`src/rtl/demux_pkg.sv`:
```
// Shared definitions for the 1-to-N stream demultiplexer: channel-state encoding
// and the select-width helper.
package demux_pkg;

    localparam logic CH_EMPTY = 1'b0;
    localparam logic CH_FULL  = 1'b1;

    function automatic int unsigned sel_width(input int unsigned n);
        return (n > 1) ? $clog2(n) : 1;
    endfunction

endpackage

```
`src/rtl/demux1ton_stream_if.sv`:
```
// Producer-side and consumer-side handshake bundle for demux1ton_stream.
interface demux1ton_stream_if #(
    parameter int unsigned WIDTH = 8,
    parameter int unsigned N     = 4
);
    import demux_pkg::*;

    localparam int unsigned SEL_W = sel_width(N);

    logic [WIDTH-1:0]   data_in;
    logic [SEL_W-1:0]   sel;
    logic               bcast;
    logic               in_valid;
    logic               in_ready;
    logic [N*WIDTH-1:0] out_data;
    logic [N-1:0]       out_valid;
    logic [N-1:0]       out_ready;
    logic               err;

    modport slave (
        input  data_in, sel, bcast, in_valid, out_ready,
        output in_ready, out_data, out_valid, err
    );

    modport master (
        output data_in, sel, bcast, in_valid, out_ready,
        input  in_ready, out_data, out_valid, err
    );

endinterface

```
`src/rtl/demux_chan_reg.sv`:
```
// One-entry output register slice for a single demux channel; supports pop and
// refill on the same edge.
module demux_chan_reg
    import demux_pkg::*;
#(
    parameter int unsigned WIDTH = 8
) (
    input  logic             clk,
    input  logic             rst,
    input  logic             load,
    input  logic [WIDTH-1:0] d,
    input  logic             pop,
    output logic [WIDTH-1:0] q,
    output logic             valid,
    output logic             free
);

    logic             state_q;
    logic [WIDTH-1:0] data_q;

    always_ff @(posedge clk) begin
        if (rst) begin
            state_q <= CH_EMPTY;
            data_q  <= '0;
        end else if (load) begin
            state_q <= CH_FULL;
            data_q  <= d;
        end else if (state_q == CH_FULL && pop) begin
            // Data is left in place; only the occupancy drops.
            state_q <= CH_EMPTY;
        end
    end

    assign q     = data_q;
    assign valid = (state_q == CH_FULL);
    assign free  = (state_q == CH_EMPTY) | pop;

endmodule

```
`src/rtl/demux1ton_stream.sv`:
```
// Registered 1-to-N stream demultiplexer: routes each accepted word to channel sel,
// or to every channel when bcast is set; out-of-range selects are dropped with err.
module demux1ton_stream
    import demux_pkg::*;
#(
    parameter int unsigned WIDTH = 8,
    parameter int unsigned N     = 4,
    localparam int unsigned SEL_W = sel_width(N)
) (
    input logic              clk,
    input logic              rst,
    demux1ton_stream_if.slave bus
);

    localparam logic [SEL_W:0] NUM_CH = N[SEL_W:0];

    logic [N-1:0]       free;
    logic [N-1:0]       load;
    logic [N-1:0]       valid_all;
    logic [N*WIDTH-1:0] data_all;
    logic               sel_ok;
    logic               in_ready;
    logic               accept;
    logic               err_q;

    assign sel_ok = ({1'b0, bus.sel} < NUM_CH);

    // Broadcast is all-or-nothing, so every channel must be able to take the word.
    always_comb begin
        in_ready = 1'b1;
        if (bus.bcast) begin
            in_ready = &free;
        end else begin
            for (int k = 0; k < int'(N); k++) begin
                if (bus.sel == SEL_W'(k)) begin
                    in_ready = free[k];
                end
            end
        end
    end

    assign accept = bus.in_valid & in_ready;

    for (genvar k = 0; k < int'(N); k++) begin : g_chan
        assign load[k] = accept & (bus.bcast | (bus.sel == SEL_W'(k)));

        demux_chan_reg #(
            .WIDTH (WIDTH)
        ) u_chan (
            .clk   (clk),
            .rst   (rst),
            .load  (load[k]),
            .d     (bus.data_in),
            .pop   (bus.out_ready[k]),
            .q     (data_all[k*WIDTH +: WIDTH]),
            .valid (valid_all[k]),
            .free  (free[k])
        );
    end

    always_ff @(posedge clk) begin
        if (rst) begin
            err_q <= 1'b0;
        end else begin
            err_q <= accept & ~bus.bcast & ~sel_ok;
        end
    end

    assign bus.in_ready  = in_ready;
    assign bus.out_data  = data_all;
    assign bus.out_valid = valid_all;
    assign bus.err       = err_q;

endmodule
```
`src/flat_wrapper.sv`:
```
// flat-port wrapper written by rule: the top's interface ports become plain ports
module demux1ton_stream_flat import demux_pkg::*;
#(
    parameter int unsigned WIDTH = 8,
    parameter int unsigned N     = 4,
    localparam int unsigned SEL_W = sel_width(N)
)
  (clk, rst, bus_data_in, bus_sel, bus_bcast, bus_in_valid, bus_out_ready, bus_in_ready, bus_out_data, bus_out_valid, bus_err);
  demux1ton_stream_if #(.WIDTH(WIDTH), .N(N)) bus_i ();
  input logic clk;
  input logic rst;
  input wire logic [$bits(bus_i.data_in)-1:0] bus_data_in;
  input wire logic [$bits(bus_i.sel)-1:0] bus_sel;
  input wire logic [$bits(bus_i.bcast)-1:0] bus_bcast;
  input wire logic [$bits(bus_i.in_valid)-1:0] bus_in_valid;
  input wire logic [$bits(bus_i.out_ready)-1:0] bus_out_ready;
  output wire logic [$bits(bus_i.in_ready)-1:0] bus_in_ready;
  output wire logic [$bits(bus_i.out_data)-1:0] bus_out_data;
  output wire logic [$bits(bus_i.out_valid)-1:0] bus_out_valid;
  output wire logic [$bits(bus_i.err)-1:0] bus_err;
  assign bus_i.data_in = bus_data_in;
  assign bus_i.sel = bus_sel;
  assign bus_i.bcast = bus_bcast;
  assign bus_i.in_valid = bus_in_valid;
  assign bus_i.out_ready = bus_out_ready;
  assign bus_in_ready = bus_i.in_ready;
  assign bus_out_data = bus_i.out_data;
  assign bus_out_valid = bus_i.out_valid;
  assign bus_err = bus_i.err;
  demux1ton_stream #(.WIDTH(WIDTH), .N(N)) u_core (.clk(clk), .rst(rst), .bus(bus_i));
endmodule
```
`config.mk`:
```
export PLATFORM = sky130hd
export DESIGN_NAME = demux1ton_stream_flat
export DESIGN_NICKNAME = d
export VERILOG_FILES = /design/src/rtl/demux_pkg.sv /design/src/rtl/demux1ton_stream_if.sv /design/src/rtl/demux_chan_reg.sv /design/src/rtl/demux1ton_stream.sv /design/src/flat_wrapper.sv
export SDC_FILE = /design/constraint.sdc
export NUM_CORES = 1
export LEC_CHECK = 0
export BUFFER_PORTS_ARGS = -buffer_cell sky130_fd_sc_hd__buf_2
export CORE_UTILIZATION = 48
export CTS_CLUSTER_DIAMETER = 50
export DETAILED_ROUTE_END_ITERATION = 8
export GPL_TIMING_DRIVEN = 1
export HOLD_SLACK_MARGIN = 0.06
export PLACE_DENSITY = 0.88
export RECOVER_POWER = 100
export SLEW_MARGIN = 20
export SYNTH_ARGS = -nofsm -noshare
export SYNTH_HDL_FRONTEND = slang
export SYNTH_SLANG_ARGS = --single-unit
```
`constraint.sdc`:
```
create_clock -name clk -period 2.07 [get_ports clk]
set_clock_uncertainty 0.05 [all_clocks]
set_input_delay 0.3105 -clock clk [delete_from_list [all_inputs] [get_ports clk]]
set_output_delay 0.3105 -clock clk [all_outputs]
set_load 0.02 [all_outputs]
```
==> results of run 1 <==
==> worst paths after layout <==
check,end,start,slack (ps),cells after the start
worst min register to register,u_core.g_chan[1].u_chan.q[5],u_core.g_chan[1].u_chan.q[5],430,2
worst min-delay path,u_core.g_chan[3].u_chan.q[3],bus_data_in[3],160,3
worst max-delay path,bus_in_ready,u_core.g_chan[1].u_chan.valid,160,4
worst max register to register,u_core.g_chan[0].u_chan.q[6],u_core.g_chan[1].u_chan.valid,270,6
==> per-stage QoR <==
| step | cell area [sq um] | util |
|---|---|---|
| after floorplan | 1540 | - |
| after global placement | 1805 | 0.5914 |
| after detailed placement | 1805 | 0.5914 |
| after CTS | 1886 | 0.6176 |
| after global routing | 1829 | 0.5992 |
| final | 1829 | 0.5992 |
==> sequential cells by signal, indices dropped and copies added, names as in the netlist <==
signal / flops
u_core.g_chan.u_chan.valid: 4
u_core.g_chan.u_chan.q: 32
==> per-layer routing <==
layer  routed length (um)  global-route usage
met1                 1475              0.2528
met2                 1338              0.2808
met3                  171             0.06154
met4                   70              0.1122
met5                    0                   0
==> synthesized netlist by cell type <==
cell,number,share of area
o41ai_1,1,0.0057
o31ai_1,1,0.0049
nand3b_1,1,0.0049
inv_1,3,0.0073
a21oi_1,3,0.0097
o21ai_0,2,0.0065
o21ba_1,1,0.0065
and2b_1,3,0.015
o211ai_1,2,0.0097
mux2i_1,32,0.21
and3_1,2,0.0081
a22oi_1,1,0.0049
conb_1,1,0.0024
a32o_2,1,0.0073
nor2b_1,1,0.0041
buf_6,4,0.029
nor2_1,9,0.022
nand2b_1,35,0.14
clkbuf_1,4,0.0097
buf_4,5,0.024
dfxtp_1,36,0.47
==> logic make-up (layout without fill, tap and decap cells) <==
logic type | after synthesis | count (layout) | share of synthesized area
buffers and inverters | 16 | 70 | 0.07067
other | 1 | 1 | 0.002435
muxes | 32 | 32 | 0.2080
and+or+nand+nor | 51 | 51 | 0.1958
DFF | 36 | 36 | 0.4679
AOI/OAI and AO/OA | 12 | 12 | 0.05524
==> cell type report <==
cell class,count,area (sq um),area share
timing repair buffer,59,252.7,0.1382
clock inverter,3,42.54,0.02326
sequential,36,720.7,0.3940
inverter,3,11.26,0.006156
clock buffer,5,37.54,0.02052
multi-input combinational,96,709.4,0.3878
tap,44,55.05,0.03010
==> power by group <==
part / internal [mW] / switching, mW / leakage, nW
clock: 0.252 / 0.239 / 0.0412
sequential: 0.739 / 0.0246 / 0.295
combinational: 0.101 / 0.162 / 0.466
total: 1.09 / 0.426 / 0.802
==> tightest hold or removal path, delay by kind of cell <==
kind | cells | cell delay (ps)
multiplexers | 1 | 60
AND/OR/NAND/NOR | 1 | 70
buffers and inverters | 1 | 90
==> results.py, run 1 <==
metrics = {
    "grt": {
        "grt_use_total": 0.1934,
        "grt_max_degree": 27,
        "overflow": 0,
        "grt_pass1_wl_mm": 4.885,
        "grt_pass1_vias": 1026,
        "antenna_found_initial": 0,
    },
    "detailed_routing": {
        "drc": 0,
        "wl_per_cell_um": 12.42,
        "totalWireLength_mm": 3.055,
        "ant_nets": 0,
        "vias": 1183,
        "first_iter_violations": 43,
        "dr.pass1.iters": 4,
        "avgViaCountPerCell": 4.809,
    },
    "setup_path": {
        "cp_slowest_stage_delay_ps": 360,
        "cp-start-kind": "flop",
        "critPathCaptureType": "output pin",
        "required_ps": 1710,
        "crit_fanout": 4,
        "crit_family": "compound AO/OA/AOI/OAI gates",
        "path_cells": "nor2b_1, a22oi_1, a32o_1, clkbuf_2",
        "arrival_ps": 1550,
        "critPathSlowestCell": "dfxtp_1",
        "critPathKind": "flop to output pin",
        "critPathBufInv": 1,
    },
    "worst_hold_path": {
        "hp-class": "input pin to flop",
    },
    "die": {
        "start_util": 0.5045,
        "core-area_sq_um": 3053,
        "fp.dieH_um": 58.65,
        "ios": 56,
        "die_width_um": 58.65,
        "fp-row-count": 20,
        "dieArea_sq_um": 3439,
    },
    "final_layout": {
        "finalNetCount": 219,
        "synthToLayoutAreaGrowth_pct": 18.76,
        "antennaDiodeCount": 0,
        "drive_above_1_share": 0.1535,
        "layout_common_cells": "clkbuf_1, dfxtp_1, nand2b_1, mux2i_1, buf_2",
        "n_fill_cell": 303,
        "final_cells": 246,
    },
    "clocking": {
        "cts.path.max_buffers": 2,
        "cts_made_buffers": 5,
        "cts_tree": "built",
        "cts_resized": 0,
        "root_buffer": "clkbuf_4",
        "clk_pin_slew_ps": 120,
        "cts_setup_buffers": 0,
        "insertion_delay_ps": 330,
        "clock-sinks": 36,
        "htreeDepth": 2,
        "hold_buffers": 0,
    },
    "logic_synthesis": {
        "synth_area_sq_um": 1540,
        "netlist_instances": 148,
        "ys_seq_elements": 36,
        "synth-warning-count": 0,
        "synth_cell_type_count": 21,
        "synth-seq-area-share": 0.4679,
        "synth.avg_cell_area_sq_um": 10.41,
        "syn_nets": 166,
    },
    "sta": {
        "hold_viol_final": 0,
        "holdWs_ps": 161.7,
        "max_freq_mhz": 524.5,
        "setup_viol": 0,
        "tns_ps": 0,
        "finalCritPeriodShare": 0.9210,
        "slew_viol_final": 0,
        "period_needed_ps": 1907,
        "rsz0062_at_grt": "false",
        "fin_ws_ps": 163.5,
    },
    "place": {
        "portBuffers": 54,
        "hpwl_mm": 2.230,
        "gp_congestion": 0.9283,
        "dp_slack_ps": 317.0,
        "dp_cells": 238,
    },
    "power_and_ir_drop": {
        "p_total_mw": 1.519,
        "p_leak_nw": 0.8019,
        "peakVddDrop_mv": 0.4461,
        "power_density_nw_per_um2": 830.1,
    },
    "status": {
        "outcome": "completed",
    },
    "run": {
        "maxCapViolations": 0,
    },
}
Power figures use the tool's default switching activity.
==> run 2: changes to the inputs <==
ABC_AREA = 1   (was not set)
CORE_UTILIZATION = 51   (was 48)
PLACE_DENSITY = 0.89   (was 0.88)
==> run 2 against run 1 <==
Sequential cell count is the same; final cell count grew 54%; first-iteration DRC count is 58% higher; design area is 13% higher; non-clock buffer count fell by 4; area after synthesis is 20% higher; combinational power grew 53%; sequential power grew 3.0%; global-route usage rose by 2.0 points; die area is 13% higher; hold slack got worse by 31 ps.
==> results.py, run 2 <==
metrics = {
    "final_layout": {
        "seq_area_sq_um": 720.7,
        "antennaDiodeCount": 0,
        "layout_common_cells": "nand2_1, inv_1, nor2_1, clkbuf_1, dfxtp_1",
        "n_fill_cell": 358,
        "finalNetCount": 350,
        "drive_above_1_share": 0.1021,
        "largest_reg_flops": 32,
        "layout_commonest_cell": "nand2_1",
        "multiInputGateArea_sq_um": 711.9,
        "final_area_sq_um": 2076,
        "synthToLayoutAreaGrowth_pct": 11.87,
    },
    "setup_path": {
        "required_ps": 1710,
        "r2r_slack_ps": 360,
        "critPathKind": "flop to output pin",
        "arrival_ps": 1510,
        "crit_fanout": 28,
        "reg2reg_depth": 9,
        "critPathCaptureType": "output pin",
        "cp-start-kind": "flop",
        "r2r_start": "u_core.g_chan[2].u_chan.valid",
        "r2r_end": "u_core.g_chan[3].u_chan.q[6]",
    },
    "grt": {
        "grt_pass1_vias": 1599,
        "grt_pass1_wl_mm": 6.706,
        "overflow": 0,
        "grt_util_met3": 0.05699,
        "globalRouteMet1Util": 0.2606,
        "antenna_found_initial": 0,
        "gr-usage-met2": 0.3530,
        "busiest_layer": "met2",
        "grt_use_total": 0.2138,
        "grt_max_degree": 33,
    },
    "worst_hold_path": {
        "holdPathEnd": "u_core.g_chan[2].u_chan.valid",
        "min_from": "rst",
        "min_path_cells": 2,
        "hp-class": "input pin to flop",
    },
    "power_and_ir_drop": {
        "p_sw_frac": 0.3272,
        "seqPwrFrac": 0.470,
        "p_leak_nw": 1.144,
        "peakVddDrop_mv": 0.4650,
        "p_clk_frac": 0.289,
        "power_density_nw_per_um2": 807.3,
        "pwr-share-comb": 0.241,
        "internal_power_mw": 1.127,
        "switchingPower_mw": 0.5483,
    },
    "sta": {
        "slew_viol_final": 0,
        "tns_ps": 0,
        "finalCritPeriodShare": 0.9056,
        "worst_pin_slew_ps": 579.8,
        "max_freq_mhz": 533.5,
        "period_needed_ps": 1875,
        "setup_viol": 0,
        "rsz0062_at_grt": "false",
        "hold_viol_final": 0,
        "holdWs_ps": 130.3,
        "slew_headroom": 0.6124,
    },
    "logic_synthesis": {
        "synth_cell_type_count": 20,
        "netlist_top_cells_area": "dfxtp_1, nand2_1, inv_1",
        "yosys.area.top_type": "dfxtp_1",
        "synth.most_common_cell": "nand2_1",
        "ys_seq_elements": 36,
        "synth_ff_type": "dfxtp_1",
        "synth-warning-count": 0,
        "synth_edf_count": 0,
        "synth-seq-area-share": 0.3884,
        "synth_area_sq_um": 1856,
        "synth_top_cell_area_share": 0.3884,
        "synthArstFlopShare": 0,
        "synth.avg_cell_area_sq_um": 6.534,
        "netlist_instances": 284,
        "syn_nets": 302,
        "synth_common_cells": "nand2_1, inv_1, nor2_1, dfxtp_1, nand4_1",
    },
    "die": {
        "fp.dieH_um": 62.32,
        "core-area_sq_um": 3416,
        "fp-row-count": 21,
        "dieArea_sq_um": 3884,
        "start_util": 0.5432,
        "die_width_um": 62.32,
        "ios": 56,
    },
    "clocking": {
        "cts.path.max_buffers": 2,
        "htreeDepth": 2,
        "cts_made_buffers": 5,
        "cts_setup_buffers": 0,
        "hold_buffers": 0,
        "cts_resized": 0,
        "cts_tree": "built",
        "clk_pin_slew_ps": 110,
        "clock-sinks": 36,
        "insertion_delay_ps": 340,
        "root_buffer": "clkbuf_4",
    },
    "detailed_routing": {
        "first_iter_violations": 68,
        "wl_per_cell_um": 9.945,
        "vias": 1713,
        "ant_nets": 0,
        "drc": 0,
        "dr.pass1.iters": 4,
        "avgViaCountPerCell": 4.520,
        "totalWireLength_mm": 3.769,
    },
    "run": {
        "maxCapViolations": 0,
    },
    "place": {
        "portBuffers": 54,
        "gp_congestion": 0.9850,
        "place_area_sq_um": 2096,
        "hpwl_mm": 2.800,
    },
    "status": {
        "outcome": "completed",
    },
}
run 2: power by group through the flow:
stage	clock network, mW	registers (mW)	logic, mW
2_1_floorplan	0	0.871	0.261
3_3_place_gp	0	0.799	0.423
3_5_place_dp	0	0.801	0.434
4_1_cts	0.488	0.786	0.436
5_1_grt	0.523	0.797	0.456
6_report	0.485	0.787	0.403
run 2: area by class of cell:
cell class / instances / area share
sequential: 36 / 0.3472
multi-input combinational: 160 / 0.3430
inverter: 74 / 0.1338
timing repair buffer: 55 / 0.1115
tap: 46 / 0.02773
clock buffer: 6 / 0.01989
clock inverter: 2 / 0.01688
run 2: per-layer routing:
metal | vias to the layer above | wire (um)
met5 | - | 0
met3 | 6 | 284
met4 | 0 | 63
li1 | 921 | -
met2 | 57 | 1684
met1 | 729 | 1737
run 2: stage by stage:
step / power (mW) / utilization / cells / setup slack [ps]
6_report: 1.676 / 0.6077 / 379 / 195.4
5_1_grt: 1.776 / 0.6077 / 379 / 124.0
4_1_cts: 1.710 / 0.6359 / 379 / 230.8
3_5_place_dp: 1.235 / 0.6136 / 371 / 453.8
3_3_place_gp: 1.222 / 0.6136 / 371 / 505.4
2_1_floorplan: 1.132 / - / 284 / 736.3
run 2: cell families after synthesis:
group | count (synthesis) | synth area share
flops | 36 | 0.3884
simple gates | 155 | 0.3978
other cells | 1 | 0.002021
buf+inv | 88 | 0.2009
compound gates | 4 | 0.01079
run 2: worst max path at each step:
stage / from / to / slack (ps) / cells after the start
floorplan: bus_bcast / bus_in_ready / 740 / 6
detailed placement: bus_sel[1] / bus_in_ready / 450 / 7
CTS: u_core.g_chan[2].u_chan.valid / bus_in_ready / 230 / 6
global placement: bus_sel[1] / bus_in_ready / 510 / 7
finish: u_core.g_chan[2].u_chan.valid / bus_in_ready / 200 / 6
global route: u_core.g_chan[2].u_chan.valid / bus_in_ready / 120 / 6
run 2: worst max-delay path, stage by stage, from the launching register on:
cell and delay [ps]:
dfxtp_1 330, nand2_1 140, nand3_1 100, nand2_1 80, nand2_2 100, nand2_8 160, clkbuf_1 260
